--- src/rtl/dmem_pkg.sv ---
// Shared types and helpers for the latency-controlled data memory.
package dmem_pkg;

  typedef enum logic [1:0] {
    IDLE = 2'd0,
    WAIT = 2'd1,
    RESP = 2'd2
  } state_e;

  // Wait-counter width for a given read latency (LAT_CW = $clog2(RD_LAT)+1).
  function automatic int lat_cw(input int rd_lat);
    return $clog2(rd_lat) + 1;
  endfunction

  // Word accesses must sit on a 4-byte boundary.
  function automatic logic is_misaligned(input logic [1:0] addr_lo);
    return addr_lo != 2'b00;
  endfunction

endpackage

--- src/rtl/dmem_lat_ctrl_if.sv ---
// Request/response bus between the CPU memory stage and the data memory.
interface dmem_lat_ctrl_if #(
  parameter int DATA_W = 32,
  parameter int ADDR_W = 7
);
  logic                  req_valid;
  logic                  req_ready;
  logic                  req_we;
  logic [ADDR_W+1:0]     req_addr;
  logic [DATA_W-1:0]     req_wdata;
  logic [DATA_W/8-1:0]   req_be;
  logic                  rsp_valid;
  logic [DATA_W-1:0]     rsp_rdata;
  logic                  rsp_err;
  logic                  stall;

  modport master (
    output req_valid, req_we, req_addr, req_wdata, req_be,
    input  req_ready, rsp_valid, rsp_rdata, rsp_err, stall
  );

  modport slave (
    input  req_valid, req_we, req_addr, req_wdata, req_be,
    output req_ready, rsp_valid, rsp_rdata, rsp_err, stall
  );
endinterface

--- src/rtl/dmem_array.sv ---
// Word storage with byte-lane write port and registered read port.
// Contents are never reset.
module dmem_array #(
  parameter int DATA_W = 32,
  parameter int ADDR_W = 7
) (
  input  logic                clk,
  input  logic                we,
  input  logic [DATA_W/8-1:0] be,
  input  logic [ADDR_W-1:0]   waddr,
  input  logic [DATA_W-1:0]   wdata,
  input  logic                re,
  input  logic [ADDR_W-1:0]   raddr,
  output logic [DATA_W-1:0]   rdata
);
  localparam int NB    = DATA_W / 8;
  localparam int DEPTH = 2 ** ADDR_W;

  logic [DATA_W-1:0] mem [DEPTH];

  // Byte-lane write
  always_ff @(posedge clk) begin
    if (we) begin
      for (int b = 0; b < NB; b++) begin
        if (be[b]) mem[waddr][b*8 +: 8] <= wdata[b*8 +: 8];
      end
    end
  end

  // Read data captured at the accept edge; held until the next read
  always_ff @(posedge clk) begin
    if (re) rdata <= mem[raddr];
  end
endmodule

--- src/rtl/dmem_lat_ctrl.sv ---
// Data memory with valid/ready handshake, configurable read latency and
// pipeline stall output.
// Optional feature: define DMEM_BYTE_LANES_EN to honour req_be on writes;
// otherwise every accepted aligned write stores the full word.
module dmem_lat_ctrl
  import dmem_pkg::*;
#(
  parameter int DATA_W = 32,
  parameter int ADDR_W = 7,
  parameter int RD_LAT = 1
) (
  input  logic            clk,
  input  logic            rst,
  dmem_lat_ctrl_if.slave  bus
);
  localparam int NB     = DATA_W / 8;
  localparam int LAT_CW = lat_cw(RD_LAT);
  localparam logic [LAT_CW-1:0] CNT_INIT = LAT_CW'((RD_LAT > 1) ? RD_LAT - 2 : 0);

  state_e              state, state_d;
  logic [LAT_CW-1:0]   cnt, cnt_d;
  logic                ready, rsp_now;
  logic                acc, rd_acc, mis, wr_en;
  logic                err_w_q, rd_mis_q;
  logic [NB-1:0]       wr_be;
  logic [DATA_W-1:0]   arr_rdata;
  logic [ADDR_W-1:0]   idx;

  assign mis    = is_misaligned(bus.req_addr[1:0]);
  assign idx    = bus.req_addr[ADDR_W+1:2];
  // Reset dominates: nothing is accepted while rst is high.
  assign acc    = bus.req_valid & (state != WAIT) & ~rst;
  assign rd_acc = acc & ~bus.req_we;

`ifdef DMEM_BYTE_LANES_EN
  assign wr_be  = bus.req_be;
  assign wr_en  = acc & bus.req_we & ~mis & (|bus.req_be);
`else
  assign wr_be  = '1;
  assign wr_en  = acc & bus.req_we & ~mis;
`endif

  // State and wait-counter register
  always_ff @(posedge clk) begin
    if (rst) begin
      state <= IDLE;
      cnt   <= '0;
    end else begin
      state <= state_d;
      cnt   <= cnt_d;
    end
  end

  // Next state, counter and handshake outputs
  always_comb begin
    state_d = state;
    cnt_d   = cnt;
    ready   = rst | (state != WAIT);
    rsp_now = (state == RESP) & ~rst;
    unique case (state)
      IDLE, RESP: begin
        state_d = IDLE;
        if (rd_acc) begin
          if (RD_LAT == 1) begin
            state_d = RESP;
          end else begin
            state_d = WAIT;
            cnt_d   = CNT_INIT;
          end
        end
      end
      WAIT: begin
        if (cnt == '0) state_d = RESP;
        else           cnt_d   = cnt - LAT_CW'(1);
      end
      default: state_d = IDLE;
    endcase
  end

  // Misaligned-write error pulse and misaligned-read tag
  always_ff @(posedge clk) begin
    if (rst) begin
      err_w_q  <= 1'b0;
      rd_mis_q <= 1'b0;
    end else begin
      err_w_q <= acc & bus.req_we & mis;
      if (rd_acc) rd_mis_q <= mis;
    end
  end

  dmem_array #(.DATA_W(DATA_W), .ADDR_W(ADDR_W)) u_array (
    .clk   (clk),
    .we    (wr_en),
    .be    (wr_be),
    .waddr (idx),
    .wdata (bus.req_wdata),
    .re    (rd_acc),
    .raddr (idx),
    .rdata (arr_rdata)
  );

  assign bus.req_ready = ready;
  assign bus.rsp_valid = rsp_now;
  assign bus.rsp_rdata = (rsp_now & ~rd_mis_q) ? arr_rdata : '0;
  assign bus.rsp_err   = ~rst & (err_w_q | ((state == RESP) & rd_mis_q));
  assign bus.stall     = bus.req_valid & ~ready;
endmodule
--- src/flat_wrapper.sv ---
// flat-port wrapper written by rule: the top's interface ports become plain ports
module dmem_lat_ctrl_flat import dmem_pkg::*;
#(
  parameter int DATA_W = 32,
  parameter int ADDR_W = 7,
  parameter int RD_LAT = 1
)
  (clk, rst, bus_req_valid, bus_req_we, bus_req_addr, bus_req_wdata, bus_req_be, bus_req_ready, bus_rsp_valid, bus_rsp_rdata, bus_rsp_err, bus_stall);
  dmem_lat_ctrl_if #(.DATA_W(DATA_W), .ADDR_W(ADDR_W)) bus_i ();
  input  logic clk;
  input  logic rst;
  input wire logic [$bits(bus_i.req_valid)-1:0] bus_req_valid;
  input wire logic [$bits(bus_i.req_we)-1:0] bus_req_we;
  input wire logic [$bits(bus_i.req_addr)-1:0] bus_req_addr;
  input wire logic [$bits(bus_i.req_wdata)-1:0] bus_req_wdata;
  input wire logic [$bits(bus_i.req_be)-1:0] bus_req_be;
  output wire logic [$bits(bus_i.req_ready)-1:0] bus_req_ready;
  output wire logic [$bits(bus_i.rsp_valid)-1:0] bus_rsp_valid;
  output wire logic [$bits(bus_i.rsp_rdata)-1:0] bus_rsp_rdata;
  output wire logic [$bits(bus_i.rsp_err)-1:0] bus_rsp_err;
  output wire logic [$bits(bus_i.stall)-1:0] bus_stall;
  assign bus_i.req_valid = bus_req_valid;
  assign bus_i.req_we = bus_req_we;
  assign bus_i.req_addr = bus_req_addr;
  assign bus_i.req_wdata = bus_req_wdata;
  assign bus_i.req_be = bus_req_be;
  assign bus_req_ready = bus_i.req_ready;
  assign bus_rsp_valid = bus_i.rsp_valid;
  assign bus_rsp_rdata = bus_i.rsp_rdata;
  assign bus_rsp_err = bus_i.rsp_err;
  assign bus_stall = bus_i.stall;
  dmem_lat_ctrl #(.DATA_W(DATA_W), .ADDR_W(ADDR_W), .RD_LAT(RD_LAT)) u_core (.clk(clk), .rst(rst), .bus(bus_i));
endmodule
--- config.mk ---
export PLATFORM = sky130hd
export DESIGN_NAME = dmem_lat_ctrl_flat
export DESIGN_NICKNAME = d
export VERILOG_FILES = /design/src/rtl/dmem_pkg.sv /design/src/rtl/dmem_lat_ctrl_if.sv /design/src/rtl/dmem_array.sv /design/src/rtl/dmem_lat_ctrl.sv /design/src/flat_wrapper.sv
export SDC_FILE = /design/constraint.sdc
export NUM_CORES = 2
export LEC_CHECK = 0
export BUFFER_PORTS_ARGS = -buffer_cell sky130_fd_sc_hd__buf_2
export CAP_MARGIN = 20
export CORE_MARGIN = 4
export CORE_UTILIZATION = 50
export CTS_CLUSTER_DIAMETER = 60
export DETAILED_ROUTE_END_ITERATION = 12
export GPL_ROUTABILITY_DRIVEN = 1
export PLACE_DENSITY_LB_ADDON = 0.05
export SYNTH_ARGS = -nofsm -noshare
export SYNTH_HDL_FRONTEND = slang
export SYNTH_HIERARCHICAL = 1
export SYNTH_SLANG_ARGS = --single-unit
--- constraint.sdc ---
create_clock -name clk -period 3.5 [get_ports clk]
set_input_delay 0.175 -clock clk [delete_from_list [all_inputs] [get_ports clk]]
set_output_delay 0.175 -clock clk [all_outputs]
set_load 0.01 [all_outputs]
==> run summary <==
The mean instance size in the synthesized netlist works out to 24.08 sq um. The cell sitting at the root of the clock tree is a sky130_fd_sc_hd__clkbuf_16. IR analysis of the VDD net gives a maximum drop of 517.9 uV. The critical path depth in cells was 7. By instance count, the cell type seen most on the critical path is sky130_fd_sc_hd__buf_4. In this run, the clock network consumes 43.9% of the power. The final count of negative-setup-slack endpoints came out at 0. Net switching is 20.75% of the power. The final weighted congestion in routability-driven placement is 0.8701, and the largest buffer count on any clock path is 4. TritonCTS built the clock tree. The cell family contributing the most delay on the critical path is simple AND/OR/NAND/NOR gates. Master of the slowest instance on the critical path: sky130_fd_sc_hd__nand2_1. Together, buffers and inverters on the worst path number 3. The worst reg-to-reg path cell count came out at 4. The largest incremental delay on the critical path came out at 0.90 ns.

The final design utilization was 58.88%. The floorplan die area is 327300 sq um. The tools report the initial antenna violation count as 50. On the final layout, the worst clock skew is 0.04725 ns. The top cell type by area accounts for 77.92% of the synthesized area.

The max-cap violation count came out at 0. The internal power of the cells totals 0.08408 W. The worst setup path is launched from a primary input. The horizontal die dimension is 572.1 um, and the count of hold buffers inserted by post-cts repair is 45. The flow ran to the end, and the final reports show no timing, DRC or antenna violations.

The later-pin clock latency in the skew report is 0.99 ns. After synthesis, the cell types taking the most area are sky130_fd_sc_hd__edfxtp_1, sky130_fd_sc_hd__mux4_2, sky130_fd_sc_hd__nor2_1. Post-CTS repair changed the size of 0 cells. Along the worst path, the maximum fanout reaches 23. Compared with the post-synthesis result, the final layout area differs by 16.86%.

Async set-or-reset flop fraction in the synthesized netlist: 0%. The launch point of the worst path was bus_req_addr[8]. The logs give 434 for the CTS buffer count and 124000 sq um for the area taken by flip-flops and latches.

Of the total power, registers draw 51.4%. The top cell type by total area after synthesis is sky130_fd_sc_hd__edfxtp_1. The run gives 58.63 nW as the leakage power total. The footprint of the multi-input gates was 33580 sq um. Entering global routing, the biggest net connects 129 pins.

After layout, the minimum clock period comes to 3.200 ns. Prior to clock tree synthesis, the placed netlist has a worst setup slack of -0.05004 ns. The tools report the initial cell density of the core as 50.39%.

For the pin with the worst max-slew slack, the measured transition is 1.194 ns. Setup repair after global routing left no endpoint under its margin. In the final design database the tool counted 7672 nets. The tools report the number of library cell types mapped by synthesis as 26. For this block, the via count after detailed routing is 75620.

The critical path is of the in -> reg type. After detailed routing, the total wire length is 439300 um. The number of global-route vias before repair is 75680, and the register bit count reported by yosys is 4131. The all-layer global routing usage was 27.07%. The first global-routing pass estimated 610300 um of wire.

The tree built by TritonCTS fans out to 4131 sinks. Buffers placed on the I/O ports in this run total 78. Pin placement for this block handled 85 I/O pins. The H-tree generated during clock tree synthesis spans 5 levels. The worst pin sits at a relative slew slack of 20.18%. The most critical setup path has its endpoint at u_core/u_array/mem[64][3]. At the worst endpoint, the required time is 4.15 ns. The cell count after synthesis came out at 6608. After clock tree synthesis, the clock-pin slew on the worst setup and hold paths is 0.06 ns. Row generation in the floorplan step produced 206 rows. In the routed design, unresolved DRC markers number 0. The number of setup buffers added after CTS is 0.

The count of final max-slew check failures came out at 0. The number of flops mapped to enable cells by yosys is 4128, and the total congestion overflow after global routing is 0. The placeable core area is 315700 sq um, and the layout cell share with drive strength beyond 1 is 36.69%.

The maximum clock frequency is 0.3125 GHz. Worst min-delay path category: in -> reg. The part of the Yosys area used for sequential elements is 77.95%, and the power per standard cell area is 570.6 nW/um^2. The tools report the part of the power in combinational logic as 4.7%.

For the number of warning messages in the yosys log, the log shows 6. The run gives 159100 sq um as the post-synth design cell area. The worst setup path is captured at a flip-flop.

The detailed router finished its first iteration with 8994 violations. The worst register-to-register path begins at u_core/u_array/mem[63][9]. In this run the register-to-register setup slack is 0.87 ns. The run gives 6 as the detailed-routing iteration count for the pre-antenna-repair pass. The share of the clock period used by the worst path was 91.42%; the post-detailed-route wirelength per cell was 36.08 um.

The dominant synthesized flop cell is sky130_fd_sc_hd__edfxtp_1. The logs give 0 for the hold violation total from the final report and 290800 um for the placed wire-length estimate after detailed placement. Summed over all nets, the switching power comes to 0.02201 W. The via-per-instance ratio was 6.211; the remaining antenna violation count was 0. In this run the vertical extent of the chip is 572.1 um. The arrival time of the worst setup path was 3.85 ns. The worst register-to-register path ends at u_core/u_array/rdata[9].

The run gives 22440 as the number of filler cells placed in the layout. Once routing completed, OpenROAD measured the worst setup slack at 0.3003 ns. The signal on the critical path passes through dlygate4sd3_1 -> buf_4 -> nand2b_1 -> nor3_1 -> nand2_1 -> nor2_1 -> buf_4.
-- stage by stage --
step	hold slack, ns	instance area, sq um	cells	TNS, ns	power, W
global placement	0.4035	170500	11290	-0.4488	0.06044
finish	0.08221	185900	12180	0	0.1061
CTS	0.006519	185500	12130	0	0.1070
detailed placement	0.4198	170600	11290	-0.3901	0.06052
global route	0.04500	185800	12150	0	0.1094
floorplan	0.2478	159100	6612	0	0.05807
-- logic make-up (layout without fill, tap and decap cells) --
logic type	Yosys count	in the layout	share of synthesized area, %
buf+inv	379	1750	0.9839
compound gates	2	2	0.007863
other cells	2	39	0.004721
mux	1376	1376	19.25
simple gates	718	718	1.796
flops	4131	4131	77.95
-- per-layer routing --
| layer | vias up | part of all wire [%] | routed length (um) | GRT usage, % |
|---|---|---|---|---|
| met5 | - | 0.080 | 352 | 0 |
| met4 | 18 | 3.2 | 13970 | 7.783 |
| met3 | 590 | 7.8 | 34190 | 5.422 |
| met2 | 3041 | 48 | 212400 | 42.89 |
| met1 | 41630 | 41 | 178400 | 38.85 |
| li1 | 30340 | - | - | - |
-- area by class of cell --
class | count | share of cell area, %
flip-flops and latches | 4131 | 66.71
multi-input cells | 2102 | 18.06
clock buffers | 508 | 6.037
repair buffers | 953 | 4.583
well taps | 4160 | 2.800
clock inverters | 288 | 1.761
diodes | 33 | 0.04442
inverters | 1 | 0.002019
-- cell usage after synthesis, types with 2 or more instances --
cell / instances
sky130_fd_sc_hd__edfxtp_1: 4128
sky130_fd_sc_hd__mux4_2: 1344
sky130_fd_sc_hd__nor2_1: 525
sky130_fd_sc_hd__clkbuf_1: 237
sky130_fd_sc_hd__nand2_1: 135
sky130_fd_sc_hd__buf_2: 75
sky130_fd_sc_hd__buf_1: 58
sky130_fd_sc_hd__and2_1: 32
sky130_fd_sc_hd__mux2_2: 32
sky130_fd_sc_hd__nor3_1: 8
sky130_fd_sc_hd__buf_6: 5
sky130_fd_sc_hd__nand2b_1: 5
sky130_fd_sc_hd__nor3b_1: 5
sky130_fd_sc_hd__buf_4: 3
sky130_fd_sc_hd__dfxtp_1: 3
sky130_fd_sc_hd__and3b_1: 2
sky130_fd_sc_hd__conb_1: 2
-- power groups by stage --
stage	registers [W]	logic, W	clock network, W
after floorplan	0.0555	0.00256	0
after CTS	0.0545	0.00504	0.0475
final	0.0545	0.00500	0.0466
after detailed placement	0.0555	0.00498	0
after global placement	0.0555	0.00490	0
after global routing	0.0545	0.00526	0.0496
-- sequential cells by signal, summed over array words and instances, names as in the netlist --
signal and cells:
u_core/err_w_q 1, u_core/u_array/rdata 32, u_core/state 1, u_core/rd_mis_q 1, u_core/u_array/mem 4096
-- cells in the final DEF (no fill, tap or decap), types with 7 or more instances in the layout --
cell | netlist | routed
sky130_fd_sc_hd__nor2_1 | 525 | 524
sky130_fd_sc_hd__clkinv_8 | 0 | 7
sky130_fd_sc_hd__buf_4 | 3 | 763
sky130_fd_sc_hd__clkbuf_16 | 0 | 438
sky130_fd_sc_hd__buf_12 | 0 | 86
sky130_fd_sc_hd__diode_2 | 0 | 33
sky130_fd_sc_hd__nand2_1 | 135 | 131
sky130_fd_sc_hd__clkinv_1 | 0 | 93
sky130_fd_sc_hd__dlygate4sd3_1 | 0 | 45
sky130_fd_sc_hd__clkinvlp_4 | 0 | 18
sky130_fd_sc_hd__mux2_2 | 32 | 32
sky130_fd_sc_hd__clkbuf_1 | 237 | 70
sky130_fd_sc_hd__inv_16 | 0 | 7
sky130_fd_sc_hd__buf_2 | 75 | 40
sky130_fd_sc_hd__and2_1 | 32 | 32
sky130_fd_sc_hd__edfxtp_1 | 4128 | 4128
sky130_fd_sc_hd__bufinv_16 | 0 | 61
sky130_fd_sc_hd__buf_16 | 0 | 12
sky130_fd_sc_hd__inv_6 | 0 | 13
sky130_fd_sc_hd__mux4_2 | 1344 | 1344
sky130_fd_sc_hd__clkinv_2 | 0 | 75
sky130_fd_sc_hd__clkinv_4 | 0 | 7
-- worst min-delay path by stage --
stage / start / to / depth (start not counted)
final: bus_req_wdata[8] / u_core/u_array/mem[6][8] / 2
after global routing: bus_req_wdata[5] / u_core/u_array/mem[2][5] / 2
after CTS: bus_req_wdata[8] / u_core/u_array/mem[2][8] / 2
after detailed placement: bus_req_we / u_core/state[1] / 2
after global placement: bus_req_we / u_core/state[1] / 2
after floorplan: rst / u_core/rd_mis_q / 1
No activity file was read; power rests on OpenSTA's default activity.
